[src/rtl/snake_pkg.sv]
// Shared types and default dimensions for the snake game datapath.
// Cells are packed {x,y}, with x in the upper half.
package snake_pkg;

    localparam int DEF_GRID_W     = 16;
    localparam int DEF_GRID_H     = 16;
    localparam int DEF_MAX_LENGTH = 50;
    localparam int DEF_CW         = 4;

    typedef logic [2*DEF_CW-1:0] cell_t;

    typedef enum logic [1:0] {
        IDLE,
        PICK,
        SCAN,
        CHECK
    } spawn_state_t;

    function automatic logic in_grid(input int cx, input int cy, input int w, input int h);
        return (cx < w) && (cy < h);
    endfunction

endpackage

[src/rtl/lfsr16.sv]
// Free-running 16-bit Galois LFSR (taps 16,14,13,11), steps every cycle.
// Latency: new value each cycle; no backpressure.
module lfsr16 #(
    parameter logic [15:0] SEED = 16'hACE1
) (
    input  logic        clk,
    input  logic        reset,
    output logic [15:0] q
);

    logic [15:0] q_q;
    logic [15:0] q_d;

    always_comb begin
        q_d = q_q >> 1;
        if (q_q[0]) begin
            q_d = q_d ^ 16'hB400;
        end
    end

    always_ff @(posedge clk or posedge reset) begin
        if (reset) begin
            q_q <= SEED;
        end else begin
            q_q <= q_d;
        end
    end

    assign q = q_q;

endmodule

[src/rtl/apple_spawner.sv]
// Tracks NUM_APPLES apples, detects eats and respawns them at random free cells.
// Spawn takes 1 PICK + body_len SCAN + 1 CHECK cycles minimum; retries are unbounded.
module apple_spawner
    import snake_pkg::*;
#(
    parameter int          GRID_W     = DEF_GRID_W,
    parameter int          GRID_H     = DEF_GRID_H,
    parameter int          NUM_APPLES = 3,
    parameter int          MAX_LENGTH = DEF_MAX_LENGTH,
    parameter int          CW         = DEF_CW,
    parameter logic [15:0] SEED       = 16'hACE1,
    localparam int         LW         = $clog2(MAX_LENGTH + 1)
) (
    input  logic                           clk,
    input  logic                           reset,
    input  logic                           move_tick,
    input  logic [2*CW-1:0]                head,
    input  logic [MAX_LENGTH*2*CW-1:0]     body,
    input  logic [LW-1:0]                  body_len,
    input  logic [CW-1:0]                  x,
    input  logic [CW-1:0]                  y,
    output logic                           apple,
    output logic                           eaten,
    output logic [NUM_APPLES*2*CW-1:0]     apple_pos,
    output logic [NUM_APPLES-1:0]          apple_valid,
    output logic                           busy
);

    localparam int SW = (NUM_APPLES > 1) ? $clog2(NUM_APPLES) : 1;

    typedef logic [2*CW-1:0] cell_w_t;

    logic [15:0]                      lfsr;
    logic                             lfsr_unused;
    spawn_state_t                     state_q, state_d;
    logic [NUM_APPLES-1:0]            pending_q, pending_d;
    logic [NUM_APPLES-1:0]            valid_q, valid_d;
    logic [NUM_APPLES-1:0][2*CW-1:0]  pos_q, pos_d;
    cell_w_t                          cand_q, cand_d, cand_pick;
    logic [SW-1:0]                    slot_q, slot_d;
    logic [SW-1:0]                    pend_lo, eat_k;
    logic [LW-1:0]                    idx_q, idx_d, eff_len;
    logic                             eaten_q, eaten_d;
    logic                             apple_q, apple_d;
    logic                             eat_hit, scan_hit, check_hit, spawn_wr;
    logic [MAX_LENGTH-1:0][2*CW-1:0]  body_cells;

    lfsr16 #(
        .SEED (SEED)
    ) u_lfsr (
        .clk   (clk),
        .reset (reset),
        .q     (lfsr)
    );

    assign lfsr_unused = ^lfsr;
    assign body_cells  = body;
    assign cand_pick   = {lfsr[CW-1:0], lfsr[2*CW-1:CW]};
    assign eff_len     = (int'(body_len) > MAX_LENGTH) ? LW'(MAX_LENGTH) : body_len;

    // Descending loops so the lowest matching index wins.
    always_comb begin
        eat_hit = 1'b0;
        eat_k   = '0;
        pend_lo = '0;
        for (int i = NUM_APPLES - 1; i >= 0; i--) begin
            if (valid_q[i] && pos_q[i] == head) begin
                eat_hit = move_tick;
                eat_k   = SW'(i);
            end
            if (pending_q[i]) begin
                pend_lo = SW'(i);
            end
        end
    end

    always_comb begin
        scan_hit = 1'b0;
        for (int i = 0; i < MAX_LENGTH; i++) begin
            if (idx_q == LW'(i) && body_cells[i] == cand_q) begin
                scan_hit = 1'b1;
            end
        end
    end

    always_comb begin
        check_hit = (head == cand_q);
        for (int i = 0; i < NUM_APPLES; i++) begin
            if (valid_q[i] && SW'(i) != slot_q && pos_q[i] == cand_q) begin
                check_hit = 1'b1;
            end
        end
    end

    always_comb begin
        apple_d = 1'b0;
        for (int i = 0; i < NUM_APPLES; i++) begin
            if (valid_q[i] && pos_q[i] == {x, y}) begin
                apple_d = 1'b1;
            end
        end
    end

    always_comb begin
        state_d  = state_q;
        cand_d   = cand_q;
        slot_d   = slot_q;
        idx_d    = idx_q;
        spawn_wr = 1'b0;
        unique case (state_q)
            IDLE: begin
                if (pending_q != '0) begin
                    state_d = PICK;
                end
            end
            PICK: begin
                slot_d = pend_lo;
                if (in_grid(int'(lfsr[CW-1:0]), int'(lfsr[2*CW-1:CW]), GRID_W, GRID_H)) begin
                    cand_d  = cand_pick;
                    idx_d   = '0;
                    state_d = (eff_len == '0) ? CHECK : SCAN;
                end
            end
            SCAN: begin
                // eff_len may shrink under us if the body changes mid-scan.
                if (idx_q >= eff_len) begin
                    state_d = CHECK;
                end else if (scan_hit) begin
                    state_d = PICK;
                end else if (int'(idx_q) + 1 >= int'(eff_len)) begin
                    state_d = CHECK;
                end else begin
                    idx_d = idx_q + LW'(1);
                end
            end
            CHECK: begin
                if (check_hit) begin
                    state_d = PICK;
                end else begin
                    spawn_wr = 1'b1;
                    state_d  = IDLE;
                end
            end
            default: state_d = PICK;
        endcase
    end

    // The slot being spawned is never valid, so it can never be the eaten one.
    always_comb begin
        valid_d   = valid_q;
        pending_d = pending_q;
        pos_d     = pos_q;
        eaten_d   = eat_hit;
        if (spawn_wr) begin
            valid_d[slot_q]   = 1'b1;
            pending_d[slot_q] = 1'b0;
            pos_d[slot_q]     = cand_q;
        end
        if (eat_hit) begin
            valid_d[eat_k]   = 1'b0;
            pending_d[eat_k] = 1'b1;
        end
    end

    always_ff @(posedge clk or posedge reset) begin
        if (reset) begin
            state_q   <= PICK;
            pending_q <= '1;
            valid_q   <= '0;
            pos_q     <= '0;
            cand_q    <= '0;
            slot_q    <= '0;
            idx_q     <= '0;
            eaten_q   <= 1'b0;
            apple_q   <= 1'b0;
        end else begin
            state_q   <= state_d;
            pending_q <= pending_d;
            valid_q   <= valid_d;
            pos_q     <= pos_d;
            cand_q    <= cand_d;
            slot_q    <= slot_d;
            idx_q     <= idx_d;
            eaten_q   <= eaten_d;
            apple_q   <= apple_d;
        end
    end

    assign apple       = apple_q;
    assign eaten       = eaten_q;
    assign apple_pos   = pos_q;
    assign apple_valid = valid_q;
    assign busy        = (state_q != IDLE);

endmodule

[config.mk]
export PLATFORM = sky130hd
export DESIGN_NAME = apple_spawner
export DESIGN_NICKNAME = d
export VERILOG_FILES = /design/src/rtl/snake_pkg.sv /design/src/rtl/lfsr16.sv /design/src/rtl/apple_spawner.sv
export SDC_FILE = /design/constraint.sdc
export NUM_CORES = 1
export LEC_CHECK = 0
export CAP_MARGIN = 0
export CELL_PAD_IN_SITES_DETAIL_PLACEMENT = 1
export CELL_PAD_IN_SITES_GLOBAL_PLACEMENT = 1
export CORE_MARGIN = 1.5
export CORE_UTILIZATION = 27
export CTS_CLUSTER_DIAMETER = 50
export DETAILED_ROUTE_END_ITERATION = 10
export GPL_TIMING_DRIVEN = 1
export PLACE_DENSITY = 0.78
export SYNTH_ARGS = -nofsm -noshare
export SYNTH_HDL_FRONTEND = slang
export SYNTH_HIERARCHICAL = 1
export SYNTH_SLANG_ARGS = --single-unit
[constraint.sdc]
create_clock -name clk -period 2.7 [get_ports clk]
set_input_delay 0.27 -clock clk [delete_from_list [all_inputs] [get_ports clk]]
set_output_delay 0.27 -clock clk [all_outputs]
set_load 0.01 [all_outputs]
==> impl_metrics.ini <==
[run_status]
status = finished, violations left
violations = negative setup slack

[floorplanning]
die_x_um = 185
dieArea_um2 = 34300
ios = 455
die_y_um = 185
initial_core_util_pct = 27.5
coreArea_um2 = 32600
rows = 66

[global_route]
grt_usage_pct = 26.8
grt_pass1_vias = 10969
grt_pass1_wl_um = 68000
grt_max_degree = 22
antenna_found_initial = 4
overflow = 0

[timing]
period_share_pct = 114
period_needed_ns = 3.07
grt_setup_unrepaired = true
tightest_slew_ns = 0.865
fin_skew_ns = 0.00859
setup_violations = 8
hold_violations = 0
maxSlewViolCount = 0
slew_headroom_pct = 42.1
max_freq_mhz = 326
setup_ws_ns = -0.365

[pwr]
p_leak_nw = 6.59
power_mw = 4.25
vdd_drop_max_uv = 365
p_per_area_nw_per_um2 = 264

[placement]
portBuffers = 454
gp_congestion = 0.923
place_inst = 1993
dpl.hpwl_um = 40400
postPlaceCellArea_um2 = 15100

[setup_path]
criticalPathCategory = reg2reg
worst-path-max-fanout = 13
critPathArrivalTime_ns = 3.33
crit_path_start_kind = flop
cp-end-kind = flop
worstPathRequired_ns = 2.97
r2r_setup_slack_ns = -0.37

[clock_network]
clkTransAtPathRegs_ns = 0.06
htreeDepth = 3
cts_sinks = 66
clock_latency_ns = 0.33
cts_tree = done
max-clock-path-buffers = 2
cts_buffers = 9
root_buffer = clkbuf_16

[route]
avgRoutedWirePerCell_um = 24.0
drc = 0
vias_per_cell = 4.92
wl_um = 49000
antenna_left = 0
via_count = 10044
first_pass_iters = 4
drt_iter0_markers = 407

[synthesis]
syn_area_um2 = 8970
synthesis.nets = 1453
syn_avg_cell_area_um2 = 8.87
synthCells = 1012
ys_warn_count = 6

[layout]
nFillCells = 3690
fin_area_um2 = 16100
nets = 2029
areaGrowthSynthToFinish_pct = 79.3
layout-drive-gt1-share_pct = 19.1
finalNonFillerCells = 2042

[hold_path]
min_path_type = in2async

[run]
drv_cap = 0
==> sequential cells by signal, summed over array words and instances (netlist names) <==
register and count:
pending_q 3, slot_q 2, idx_q 6, state_q 2, cand_q 8, eaten 1
apple_valid 3, apple 1, apple_pos 24, u_lfsr/q 16
==> worst max-delay path: stages (launching register included) <==
cell and delay (ns):
dfrtp_4 0.51, buf_4 0.24, buf_4 0.22, xnor2_1 0.13, nand4_1 0.16, nor4_1 0.08
buf_4 0.15, a41oi_1 0.22, nand3_2 0.16, nor4_4 0.32, nand3b_1 0.19, or4_1 0.51
nand3_1 0.10
==> power breakdown <==
group	switching (mW)	internal (mW)	total, mW
combinational	0.878	1.19	2.06
sequential	0.0484	1.04	1.09
clock	0.449	0.646	1.10
total	1.38	2.87	4.25
==> cell type report <==
cell class              count  area [µm²]  share of cell area [%]
multi-input cells         858        7100                    44.1
repair buffers            641        6390                    39.7
flip-flops and latches     66        1700                    10.6
well taps                 442         553                    3.44
clock buffers              10         239                    1.49
inverters                  12        45.0                   0.280
clock inverters             6        42.5                   0.264
diodes                      7        17.5                   0.109
==> metal layers <==
metal | GRT usage [%] | vias up | routed length [µm] | part of all wire (%)
met4 | 8.59 | 0 | 1570 | 3.2
met2 | 50.6 | 347 | 25600 | 52
met3 | 4.70 | 84 | 3370 | 6.9
met1 | 30.1 | 4977 | 18400 | 38
met5 | 0 | - | 0 | 0
li1 | - | 4636 | - | -
==> cells in the final DEF, fill, tap and decap left out, drive strengths merged, types with 5 or more instances in the layout <==
master and instances:
o21ai 12, nand2 45, mux2 24, a41oi 5, or4 8, ha 16, nand3 19, dfstp 12
or2 5, diode 7, nor4 82, a21oi 7, buf 187, nor3 7, clkdlybuf4s50 454, nand4 83
xnor2 262, dfrtp 54, o211ai 5, clkbuf 10, inv 12, nor2 11, xor2 225
==> worst paths after layout <==
kind | from | to | depth (start not counted)
worst min-delay path | reset | slot_q[1]$_DFFE_PP0P_ | 2
worst min register to register | u_lfsr/q[8]$_DFF_PP0_ | u_lfsr/q[7]$_DFF_PP1_ | 0
max in group asynchronous | reset | pending_q[1]$_DFF_PP1_ | 3
min in group clk | u_lfsr/q[8]$_DFF_PP0_ | u_lfsr/q[7]$_DFF_PP1_ | 0
worst max-delay path | cand_q[3]$_DFFE_PP0P_ | idx_q[4]$_DFFE_PP0P_ | 12
worst max register to register | cand_q[3]$_DFFE_PP0P_ | idx_q[4]$_DFFE_PP0P_ | 12
==> stage by stage <==
| step | setup TNS (ns) | hold WS (ns) | worst slack [ns] | utilization, % |
|---|---|---|---|---|
| 5_1_grt | -2.78 | 0.337 | -0.450 | 49.3 |
| 3_3_place_gp | -3.73 | 0.336 | -0.409 | 46.2 |
| 2_1_floorplan | 0 | 0.178 | 0.0364 | - |
| 6_report | -1.84 | 0.292 | -0.365 | 49.3 |
| 3_5_place_dp | -5.40 | 0.342 | -0.464 | 46.2 |
| 4_1_cts | -1.86 | 0.307 | -0.307 | 47.8 |
==> timing repair <==
action	CTS	global route
gates cloned	0	2
endpoints found under the setup margin	35	30
gates resized for setup	28	65
setup buffers	10	15
pin swaps	13	25
hold buffers	0	0
Note: power is estimated with default switching activity, not from simulation.
